[src/rtl/rtc_bcd_timekeeper.sv]
// BCD HH:MM:SS timekeeper with MODE/INC pushbutton time setting.
// Feeds the LCD line sequencer with six digits, a field-blink flag and an update strobe.

module rtc_key_debounce #(
  parameter int DEB_CYCLES = 1000000
) (
  input  logic clk,
  input  logic rst_n,
  input  logic key_n_i,   // raw pin, active-low, asynchronous
  output logic press_o    // one-cycle pulse on debounced 1->0
);

  localparam int CW = (DEB_CYCLES > 1) ? $clog2(DEB_CYCLES) : 1;
  localparam logic [CW-1:0] CNT_LAST = CW'(DEB_CYCLES - 1);

  logic [1:0]    sync_q;
  logic [CW-1:0] cnt_q, cnt_d;
  logic          level_q, level_d;

  // Synchronizer resets to "released" so leaving reset never looks like a press.
  always_ff @(posedge clk or negedge rst_n) begin
    if (!rst_n) begin
      sync_q  <= 2'b11;
      cnt_q   <= '0;
      level_q <= 1'b1;
    end else begin
      // NOTE: sequential state uses non-blocking assignments so every flop samples pre-edge values.
      sync_q  <= {sync_q[0], key_n_i};
      cnt_q   <= cnt_d;
      level_q <= level_d;
    end
  end

  always_comb begin
    // NOTE: every combinational output gets a default first, so no path can infer a latch.
    cnt_d   = '0;
    level_d = level_q;
    press_o = 1'b0;
    if (sync_q[1] != level_q) begin
      if (cnt_q == CNT_LAST) begin
        level_d = sync_q[1];
        press_o = level_q;   // only the released->pressed transition is an event
      end else begin
        cnt_d = cnt_q + 1'b1;
      end
    end
  end

endmodule

module rtc_bcd_timekeeper #(
  parameter int CLK_HZ     = 50000000,
  parameter int DEB_CYCLES = 1000000,
  parameter int INIT_HOUR  = 12,
  parameter int INIT_MIN   = 30,
  parameter int INIT_SEC   = 40
) (
  input  logic       iCLK,
  input  logic       iRST_N,
  input  logic       iKEY_MODE,
  input  logic       iKEY_INC,
  output logic [3:0] oHOUR_1,
  output logic [3:0] oHOUR_0,
  output logic [3:0] oMIN_1,
  output logic [3:0] oMIN_0,
  output logic [3:0] oSEC_1,
  output logic [3:0] oSEC_0,
  output logic [1:0] oMODE,
  output logic       oBLINK,
  output logic       oUPDATE
);

  typedef enum logic [1:0] {
    RUN     = 2'd0,
    SET_HR  = 2'd1,
    SET_MIN = 2'd2,
    SET_SEC = 2'd3
  } mode_e;

  typedef struct packed {
    logic [7:0] hour;
    logic [7:0] min;
    logic [7:0] sec;
  } bcd_time_t;

  localparam int PW = $clog2(CLK_HZ);
  localparam logic [PW-1:0] PRE_LAST = PW'(CLK_HZ - 1);
  localparam logic [PW-1:0] PRE_HALF = PW'(CLK_HZ / 2);

  localparam bcd_time_t INIT_TIME = {
    4'(INIT_HOUR / 10), 4'(INIT_HOUR % 10),
    4'(INIT_MIN  / 10), 4'(INIT_MIN  % 10),
    4'(INIT_SEC  / 10), 4'(INIT_SEC  % 10)
  };

  // Two-digit BCD increment modulo 60 / modulo 24; inputs are always valid BCD.
  function automatic logic [7:0] inc_mod60(input logic [7:0] v);
    if (v[3:0] != 4'd9) return {v[7:4], v[3:0] + 4'd1};
    if (v[7:4] == 4'd5) return 8'h00;
    return {v[7:4] + 4'd1, 4'd0};
  endfunction

  function automatic logic [7:0] inc_mod24(input logic [7:0] v);
    if (v == 8'h23)     return 8'h00;
    if (v[3:0] == 4'd9) return {v[7:4] + 4'd1, 4'd0};
    return {v[7:4], v[3:0] + 4'd1};
  endfunction

  logic mode_ev, inc_ev, tick;

  rtc_key_debounce #(.DEB_CYCLES(DEB_CYCLES)) u_deb_mode (
    .clk     (iCLK),
    .rst_n   (iRST_N),
    .key_n_i (iKEY_MODE),
    .press_o (mode_ev)
  );

  rtc_key_debounce #(.DEB_CYCLES(DEB_CYCLES)) u_deb_inc (
    .clk     (iCLK),
    .rst_n   (iRST_N),
    .key_n_i (iKEY_INC),
    .press_o (inc_ev)
  );

  mode_e         mode_q, mode_d;
  bcd_time_t     time_q, time_d;
  logic [PW-1:0] presc_q, presc_d;
  logic          update_q, update_d;

  assign tick = (presc_q == PRE_LAST);

  always_ff @(posedge iCLK or negedge iRST_N) begin
    if (!iRST_N) begin
      mode_q   <= RUN;
      time_q   <= INIT_TIME;
      presc_q  <= '0;
      update_q <= 1'b0;
    end else begin
      mode_q   <= mode_d;
      time_q   <= time_d;
      presc_q  <= presc_d;
      update_q <= update_d;
    end
  end

  always_comb begin
    mode_d  = mode_q;
    time_d  = time_q;
    presc_d = tick ? '0 : presc_q + 1'b1;

    // MODE beats a same-cycle INC; a tick in RUN is still applied before leaving.
    unique case (mode_q)
      RUN: begin
        if (tick) begin
          time_d.sec = inc_mod60(time_q.sec);
          if (time_q.sec == 8'h59) begin
            time_d.min = inc_mod60(time_q.min);
            if (time_q.min == 8'h59) time_d.hour = inc_mod24(time_q.hour);
          end
        end
      end
      SET_HR:  if (inc_ev && !mode_ev) time_d.hour = inc_mod24(time_q.hour);
      SET_MIN: if (inc_ev && !mode_ev) time_d.min  = inc_mod60(time_q.min);
      SET_SEC: if (inc_ev && !mode_ev) time_d.sec  = inc_mod60(time_q.sec);
      default: ;
    endcase

    if (mode_ev) begin
      unique case (mode_q)
        RUN:     mode_d = SET_HR;
        SET_HR:  mode_d = SET_MIN;
        SET_MIN: mode_d = SET_SEC;
        SET_SEC: mode_d = RUN;
        default: mode_d = RUN;
      endcase
      // Restart the second so the first tick after setting lands a full second later.
      if (mode_q == SET_SEC) presc_d = '0;
    end

    update_d = (time_d != time_q) || (mode_d != mode_q);
  end

  assign oHOUR_1 = time_q.hour[7:4];
  assign oHOUR_0 = time_q.hour[3:0];
  assign oMIN_1  = time_q.min[7:4];
  assign oMIN_0  = time_q.min[3:0];
  assign oSEC_1  = time_q.sec[7:4];
  assign oSEC_0  = time_q.sec[3:0];
  assign oMODE   = mode_q;
  assign oBLINK  = (mode_q == RUN) || (presc_q < PRE_HALF);
  assign oUPDATE = update_q;

endmodule

[config.mk]
export PLATFORM = sky130hd
export DESIGN_NAME = rtc_bcd_timekeeper
export DESIGN_NICKNAME = d
export VERILOG_FILES = /design/src/rtl/rtc_bcd_timekeeper.sv
export SDC_FILE = /design/constraint.sdc
export NUM_CORES = 1
export LEC_CHECK = 0
export BUFFER_PORTS_ARGS = -buffer_cell sky130_fd_sc_hd__buf_2
export CAP_MARGIN = 20
export CORE_MARGIN = 2
export CORE_UTILIZATION = 33
export CTS_BUF_LIST = sky130_fd_sc_hd__clkbuf_2 sky130_fd_sc_hd__clkbuf_4 sky130_fd_sc_hd__clkbuf_8
export DETAILED_ROUTE_END_ITERATION = 6
export PLACE_DENSITY = 0.52
export SLEW_MARGIN = 20
export SYNTH_ARGS = -nofsm -noshare
export SYNTH_HDL_FRONTEND = slang
export SYNTH_SLANG_ARGS = --single-unit
export TNS_END_PERCENT = 50
[constraint.sdc]
create_clock -name iCLK -period 2.33 [get_ports iCLK]
set_input_delay 0 -clock iCLK [delete_from_list [all_inputs] [get_ports iCLK]]
set_output_delay 0 -clock iCLK [all_outputs]
set_load 0.02 [all_outputs]
==> impl_metrics.json <==
{
  "status": "complete, but fails checks",
  "violations": "negative setup slack",
  "irDropWorstVdd_v": 0.000226,
  "crit_start": "presc_q[10]$_DFF_PN0_",
  "tightest_slew_ps": 507,
  "p_leak_nw": 3.71,
  "post_drt_wl_per_cell_um": 15.8,
  "power_density_nw_per_um2": 366,
  "io_pins": 32,
  "ys.flop_type": "dfrtp_1",
  "path_cells": "or4_4 > or4_4 > nor4_4 > buf_4 > nand4_1 > a31oi_1 > a31oi_1 > nor4b_4 > nand4_1",
  "die_area_um2": 20000,
  "path_max_fanout": 3,
  "synth-seq-cells": 99,
  "endpoint_kind": "register",
  "clock_path_buffers": 2,
  "numPortBuffers": 31,
  "rsz0062_at_grt": "yes",
  "core_area_um2": 18600,
  "final_hold_viol_count": 0,
  "drt-total-wl_um": 17800,
  "clk_latency_ps": 380,
  "antenna_found_initial": 0,
  "whs_ps": 107,
  "start_util_pct": 33.5,
  "numCtsBuffers": 9,
  "drt_pass1_iterations": 5,
  "cts_tree": "built",
  "crit_buf_inv": 1,
  "grt_usage_pct": 17.8,
  "grt_max_degree": 48,
  "clk_pin_slew_ps": 100,
  "dr.first_iter.drc_count": 338,
  "ys_seq_area_share_pct": 40.0,
  "yosysWarningCount": 0,
  "synthCells": 724,
  "grt_pass1_wl_um": 28800,
  "slew_headroom_pct": 66.0,
  "timing.rr.start": "presc_q[10]$_DFF_PN0_",
  "worstSetupPathType": "register to register",
  "synth_nets": 747,
  "syn-cell-area_um2": 6220,
  "synthArstFlopShare_pct": 100,
  "synth_cell_types": 75,
  "layout.cells.non_filler": 1128,
  "drc": 0,
  "critPathRequiredTime_ps": 2650,
  "syn_to_final_growth_pct": 32.8,
  "drv_cap": 0,
  "setup_viol": 8,
  "synth_edf_count": 0,
  "nNetsFinal": 912,
  "fin_ws_ps": -216,
  "cts_sinks": 99,
  "critical-path-slowest-cell": "or4_4",
  "fin_crit_ps": 2550,
  "detail-route-antenna-nets": 0,
  "cts-root-buf": "clkbuf_8",
  "routed_via_density": 5.32,
  "start_kind": "register",
  "row_count": 50,
  "cts_max_level": 3,
  "layout-drive-gt1-share_pct": 29.5,
  "fin_worst_skew_ps": 17.3,
  "worstPathArrival_ps": 2860,
  "hpwl_um": 13000,
  "die_x_um": 141,
  "dpl.cell_count": 1098,
  "fmax_mhz": 393,
  "period_share_pct": 109,
  "grt_pass1_vias": 5945,
  "slowest_delay_ps": 540,
  "gp_congestion": 0.884,
  "avgSynthCellArea_um2": 8.59,
  "vias": 6002,
  "report.final.slew_viol_count": 0,
  "diodes": 0,
  "crit_family": "simple AND/OR/NAND/NOR gates",
  "grt_overflow_total": 0,
  "die_h_um": 141,
  "hold_path_class": "primary input to async pin"
}
==> final timing paths <==
| kind | end | slack [ps] | depth (start not counted) |
|---|---|---|---|
| min in group iCLK | u_deb_mode.sync_q[0]$_DFF_PN1_ | 260 | 2 |
| hold / removal | oMIN_0[2]$_DFF_PN0_ | 110 | 2 |
| setup reg to reg | oUPDATE$_DFF_PN0_ | -220 | 9 |
| max in group asynchronous | presc_q[22]$_DFF_PN0_ | 1520 | 3 |
| setup / recovery | oUPDATE$_DFF_PN0_ | -220 | 9 |
| hold reg to reg | u_deb_inc.sync_q[1]$_DFF_PN1_ | 360 | 0 |
==> cell families after synthesis <==
| logic type | after synthesis | share of synthesized area (%) |
|---|---|---|
| DFF | 99 | 40.0 |
| adders and majority gates | 19 | 3.82 |
| xor gates and xnor gates | 59 | 8.30 |
| buffers and inverters | 56 | 3.60 |
| and+or+nand+nor | 326 | 26.4 |
| AOI/OAI and AO/OA | 158 | 16.7 |
| muxes | 7 | 1.19 |
==> synth_stat cells (17+ instances only) <==
library cell | instances | area share (%)
a21oi_1 | 37 | 3.0
and3_1 | 17 | 1.7
clkbuf_1 | 25 | 1.5
dfrtp_1 | 88 | 35
ha_1 | 19 | 3.8
inv_1 | 24 | 1.4
nand2_1 | 72 | 4.3
nand3_1 | 28 | 2.3
nor2_1 | 99 | 6.0
nor3_1 | 28 | 2.3
o21ai_0 | 45 | 3.6
xnor2_1 | 32 | 4.5
xor2_1 | 27 | 3.8
==> layout make-up <==
| cell class | instances | area, um^2 |
|---|---|---|
| repair buffers | 185 | 1410 |
| inverters | 25 | 93.8 |
| well taps | 234 | 293 |
| fillers | 1830 | 10300 |
| clock inverters | 3 | 47.5 |
| multi-input cells | 569 | 3770 |
| flip-flops and latches | 99 | 2490 |
| clock buffers | 13 | 160 |
==> through the flow <==
stage               TNS (ps)  util, %  worst slack [ps]  instance area (um^2)  power (mW)
finish                  -415     44.5              -216                  8260        3.02
global route           -1400     44.5              -349                  8260        3.17
CTS                     -881     43.2              -235                  8020        3.08
detailed placement     -1280     41.3              -251                  7670        1.86
global placement        -384     41.3              -203                  7670        1.86
floorplan              -98.6        -             -98.6                  6260        1.80
==> where the power goes <==
part | internal, mW | switching, mW | leakage [nW]
Sequential | 1.73 | 0.00885 | 1.32
Clock | 0.567 | 0.627 | 0.108
Combinational | 0.0281 | 0.0586 | 2.28
Total | 2.33 | 0.694 | 3.71
==> state kept, by name, summed over array words and instances (netlist names), 4 cells and up <==
signal and cells:
presc_q 26, u_deb_inc.cnt_q 20, u_deb_mode.cnt_q 20, oHOUR_0 4, oHOUR_1 4, oMIN_0 4
oMIN_1 4, oSEC_0 4, oSEC_1 4
==> cell usage in the layout (no fill, tap or decap), types with 5 or more instances in the layout <==
cell type	Yosys	routed
nor3_1	28	22
a31oi_1	9	8
a22oi_1	11	10
and3_1	17	16
o221ai_1	5	5
xor2_1	27	27
o21ai_1	0	10
o21ai_0	45	34
nand2b_1	8	8
ha_1	19	19
nor2_1	99	95
nand4_1	11	11
a21oi_1	37	36
or3_1	10	10
buf_2	2	30
xnor2_1	32	32
nor2b_1	6	6
dfrtp_1	88	87
dfstp_2	11	11
buf_6	1	9
nand3_1	28	25
buf_4	1	139
inv_1	24	23
nand2_1	72	70
clkbuf_8	0	10
o31ai_1	7	6
==> metal layers <==
| metal | routed length (um) | part of all wire (%) | track usage (%) |
|---|---|---|---|
| met1 | 8150 | 46 | 23.3 |
| met2 | 8480 | 48 | 29.7 |
| met3 | 718 | 4.0 | 3.41 |
| met4 | 435 | 2.4 | 6.21 |
| met5 | 0 | 0 | 0 |
==> repair_timing <==
item / 4_1_cts / 5_1_grt
buffers inserted: 5 / 6
hold buffers: 3 / 0
endpoints found under the hold margin: 42 / 0
cloned: 0 / 1
pin swaps: 11 / 14
gates resized for setup: 19 / 48
endpoints found under the setup margin: 11 / 49
==> worst reg2reg max path, stage by stage, from the launching register on <==
cell	delay [ps]
dfrtp_1	390
or4_4	540
or4_4	540
nor4_4	230
buf_4	180
nand4_1	90
a31oi_1	230
a31oi_1	70
nor4b_4	140
nand4_1	70
Power figures use the tool's default switching activity.
